**src/rtl/sign_extend_16to32.sv**
```systemverilog
// Registered immediate extender: sign/zero extension with optional <<2,
// one-cycle latency, valid-qualified capture.
module sign_extend_16to32 #(
    parameter int IN_W  = 16,
    parameter int OUT_W = 32
) (
    input  logic             clk,
    input  logic             reset_n,
    input  logic [IN_W-1:0]  in,
    input  logic             in_valid,
    input  logic             zero_ext,
    input  logic             shift2,
    output logic [OUT_W-1:0] out,
    output logic             out_valid
);

    generate
        if (IN_W < 2) begin : g_bad_in_w
            $error("sign_extend_16to32: IN_W must be at least 2");
        end
        if (OUT_W <= IN_W) begin : g_bad_out_w
            $error("sign_extend_16to32: OUT_W must exceed IN_W");
        end
    endgenerate

    logic             fill;
    logic [OUT_W-1:0] ext;
    logic [OUT_W-1:0] res;
    logic [OUT_W-1:0] out_d,  out_q;
    logic             vld_d,  vld_q;

    // Extension first, then the optional word-alignment shift; top bits drop off.
    always_comb begin
        fill  = in[IN_W-1] & ~zero_ext;
        ext   = {{(OUT_W-IN_W){fill}}, in};
        res   = shift2 ? {ext[OUT_W-3:0], 2'b00} : ext;
        out_d = in_valid ? res : out_q;
        vld_d = in_valid;
    end

    always_ff @(posedge clk or negedge reset_n) begin
        if (!reset_n) begin
            out_q <= '0;
            vld_q <= 1'b0;
        end else begin
            out_q <= out_d;
            vld_q <= vld_d;
        end
    end

    assign out       = out_q;
    assign out_valid = vld_q;

endmodule

```
**config.mk**
```make
export PLATFORM = sky130hd
export DESIGN_NAME = sign_extend_16to32
export DESIGN_NICKNAME = d
export VERILOG_FILES = /design/src/rtl/sign_extend_16to32.sv
export SDC_FILE = /design/constraint.sdc
export NUM_CORES = 1
export LEC_CHECK = 0
export ABC_CLOCK_PERIOD_IN_PS = 1200
export CAP_MARGIN = 20
export CORE_MARGIN = 4
export CORE_UTILIZATION = 40
export CTS_BUF_LIST = sky130_fd_sc_hd__clkbuf_8
export CTS_CLUSTER_SIZE = 30
export DETAILED_ROUTE_END_ITERATION = 16
export PLACE_DENSITY = 0.82
export SYNTH_ARGS = -nofsm -noshare
export SYNTH_HDL_FRONTEND = slang
export SYNTH_SLANG_ARGS = --single-unit
```
**constraint.sdc**
```tcl
create_clock -name clk -period 1.2 [get_ports clk]
set_clock_uncertainty 0.1 [all_clocks]
set_input_delay 0.3 -clock clk [delete_from_list [all_inputs] [get_ports clk]]
set_output_delay 0.3 -clock clk [all_outputs]
set_load 0.02 [all_outputs]
```
Word-level counts from Yosys, hierarchy flattened
Index checks and enable logic that the tools add are counted.
Widths: inputs -> output; s select.
{ "classes": {"muxes": 1, "n_bitwise": 2} }
{ "op_table": {"columns": ["op", "n"], "rows": [
  ["$mux 18", 1],
  ["$and 1x1->1", 1],
  ["$not 1->1", 1]
]} }
{ "word_totals": {"reg_bits": 20, "in_bits": 21, "output_inout_bits": 33, "word_cells": 5} }

Logic depth before layout (Yosys ltp)
{ "logic_depth": {"depth_word": 3, "depth_mapped": 4, "depth_no_buf": 2} }

Worst setup path before layout
Ideal clock, no wire load.
{ "synth_path": {"path_type": "flip-flop to output port", "from": "register out[18] (netlist name)", "to": "output port out[19]", "t_arrival_ns": 0.848, "t_required_ns": 0.800, "setup_slack_ns": -0.048, "path_stages_with_launch": 2, "n_path_buf": 1, "cell_sequence": "dfrtp_1 buf_4"} }
{ "synth_rtl": {"columns": ["element", "line", "text"], "rows": [
  ["end: declaration", "13", "output logic [OUT_W-1:0] out,"]
]} }
No word-level cell between the ends.

Worst setup path after layout
{ "layout_path": {"from": "register out[18] (netlist name)", "to": "output port out[31]"} }
No word-level cell between the ends.

==> impl_metrics.env <==
export IMPL_antenna_found_initial=0
export IMPL_clk_path_buf_depth=2
export IMPL_cts_tree="yes"
export IMPL_grt_pass1_wl_um=4200
export IMPL_setup_ws_ns=-0.151
export IMPL_path_class="reg -> out"
export IMPL_synth_warnings=0
export IMPL_placed_cell_area_um2=1510
export IMPL_detail_route_vias_per_cell=4.90
export IMPL_routed_wl_um=2600
export IMPL_endpoint_kind="output port"
export IMPL_slew_viol_final=0
export IMPL_fin_cells=185
export IMPL_cp_start_kind="flip-flop"
export IMPL_synth_seq_cells=20
export IMPL_cts_buffers=3
export IMPL_min_path_type="in -> async"
export IMPL_p_leak_uw=0.000847
export IMPL_clk_pin_slew_ns=0.07
export IMPL_syn_nets=118
export IMPL_setup_tns_ns=-2.05
export IMPL_critical_path_max_fanout=8
export IMPL_diodes=0
export IMPL_ios=54
export IMPL_status="finished with violations"
export IMPL_ys_seq_area_share_pct=50.3
export IMPL_seqPwrFrac_pct=41.0
export IMPL_synth_area_per_cell_um2=10.3
export IMPL_cp_cell_sequence="buf_6 > buf_6"
export IMPL_detail_route_wl_per_cell_um=14.1
export IMPL_area_growth_pct=75.8
export IMPL_finalCritPeriodShare_pct=113
export IMPL_rrSetupSlack_ns=0.20
export IMPL_core_area_um2=2300
export IMPL_layout_min_cycle_time_ns=1.35
export IMPL_initial_core_util_pct=43.4
export IMPL_finalSetupViolations=15
export IMPL_hold_viol=0
export IMPL_drt_iter0_drc=13
export IMPL_sw_frac_of_total_pct=29.5
export IMPL_root_buffer="clkbuf_8"
export IMPL_grt_max_degree=21
export IMPL_max_vdd_ir_drop_mv=0.878
export IMPL_critPathArrivalTime_ns=0.95
export IMPL_clkPwrFrac_pct=22.7
export IMPL_slew_headroom_pct=87.7
export IMPL_pwr_share_comb_pct=36.3
export IMPL_cpMostUsedCell="buf_6"
export IMPL_crit_required_ns=0.80
export IMPL_htree_levels=1
export IMPL_drc=0
export IMPL_synth_cell_type_count=16
export IMPL_max_freq_mhz=740
export IMPL_cp_slowest_cell="dfrtp_2"
export IMPL_violations="negative setup slack"
export IMPL_grt_usage_pct=16.3
export IMPL_num_vias=907
export IMPL_cts_sinks=20
export IMPL_final_area_um2=1750
export IMPL_synth_cells=97
export IMPL_nets=179
export IMPL_gr_total_overflow=0
export IMPL_dp_cells=166
export IMPL_hpwl_um=1730
export IMPL_drive_gt1_share_pct=38.2
export IMPL_rsz0062_at_grt="yes"
export IMPL_pwr_density_cell_nw_per_um2=1100
export IMPL_p_sw_uw=568
export IMPL_clk_insertion_delay_late_ns=0.26
export IMPL_cap_violations=0
export IMPL_die_area_um2=3350
export IMPL_io_buffers=53
export IMPL_syn_area_um2=996
export IMPL_max_stage_delay_ns=0.42
export IMPL_gp_congestion=0.679
export IMPL_reg2regPathDepth=4
export IMPL_tightest_slew_ns=0.184
export IMPL_first_pass_iters=5
export IMPL_die_w_um=57.9
export IMPL_p_int_uw=1360
export IMPL_die_h_um=57.9
export IMPL_fp_row_count=17
export IMPL_grt_pass1_vias=940
export IMPL_dp_slack_ns=-0.433
export IMPL_ant_nets=0
[worst max-delay path: cells and delay by family (launching register included)]
| family | cells | cell delay [ns] |
|---|---|---|
| flops | 1 | 0.42 |
| buf+inv | 2 | 0.28 |
[registers in the layout, summed over array words and instances (netlist names)]
register / count
out: 19
out_valid: 1
[cells by family (layout without fill, tap and decap cells)]
group | count (synthesis) | after routing | synth area share [%]
simple gates | 22 | 22 | 10.4
buf+inv | 22 | 82 | 15.2
flops | 20 | 20 | 50.3
compound gates | 19 | 19 | 10.1
mux | 14 | 14 | 14.1
[power by group through the flow]
stage	clock network (µW)	logic, µW	registers [µW]
final	438	701	790
after global routing	472	747	799
after CTS	446	669	786
after detailed placement	0	590	797
after global placement	0	580	794
after floorplan	0	214	877
[stage by stage]
step | total power (µW) | utilization, % | hold WS, ns
6_report | 1930 | 76.2 | 0.275
5_1_grt | 2020 | 76.2 | 0.291
4_1_cts | 1900 | 73.4 | 0.278
3_5_place_dp | 1390 | 65.8 | 0.417
3_3_place_gp | 1370 | 65.8 | 0.405
2_1_floorplan | 1090 | - | -0.0956
[Yosys cell counts]
library cell,number,share of area [%]
dfrtp_1,20,50
nor2_1,15,5.7
a21oi_1,14,7.0
mux2i_1,14,14
buf_4,13,9.8
buf_2,4,2.0
inv_1,3,1.1
nand3b_1,3,2.3
o21ai_0,3,1.5
buf_6,2,2.3
a31o_2,1,0.88
a31oi_1,1,0.63
nand2_1,1,0.38
nand2b_1,1,0.63
nor2b_1,1,0.63
or3b_1,1,0.88
[final cells by class]
cell class                      count  area (µm²)
Timing Repair Buffer               75         813
Fill cell                         156         547
Multi-Input combinational cell     55         344
Clock inverter                      1        3.75
Sequential cell                    20         502
Clock buffer                        3        41.3
Inverter                            3        11.3
Tap cell                           28        35.0
[path summary, 6_finish.rpt]
check,from,to
min in group clk,in[15],out[17]
hold reg to reg,out[0],out[0]
max in group asynchronous,reset_n,out[18]
setup / recovery,out[18],out[31]
setup reg to reg,out[2],out[2]
hold / removal,reset_n,out[13]
[cells in the final DEF (no fill, tap or decap)]
cell type,Yosys,layout
clkbuf_8,0,3
buf_6,2,34
buf_12,0,4
dlymetal6s2s_1,0,1
mux2i_1,14,14
or3b_1,1,1
inv_1,3,4
a31o_2,1,1
nand2b_1,1,1
dlygate4sd2_1,0,2
a21oi_1,14,14
buf_2,4,1
clkdlybuf4s50_1,0,17
a31oi_1,1,1
nand3b_1,3,3
nand2_1,1,1
buf_4,13,15
bufbuf_16,0,1
o21ai_0,3,3
nor2_1,15,15
nor2b_1,1,1
dfrtp_2,0,1
dfrtp_1,20,19
[metal layers]
metal  up-vias  share of wire [%]  wire [µm]  track usage [%]
met2        49                 52       1340             28.9
met1       421                 38        989             18.1
met3         4                9.0        235             4.68
li1        433                  -          -                -
met4         0                1.3         34             6.95
met5         -                  0          0                0
[repair_timing]
action | 4_1_cts | 5_1_grt
cloned | 1 | 0
pin swaps | 0 | 1
setup endpoints to repair | 49 | 33
buffers inserted | 11 | 3
gates resized for setup | 190 | 13
hold buffers | 0 | 0
Note: power is estimated with default switching activity, not from simulation.
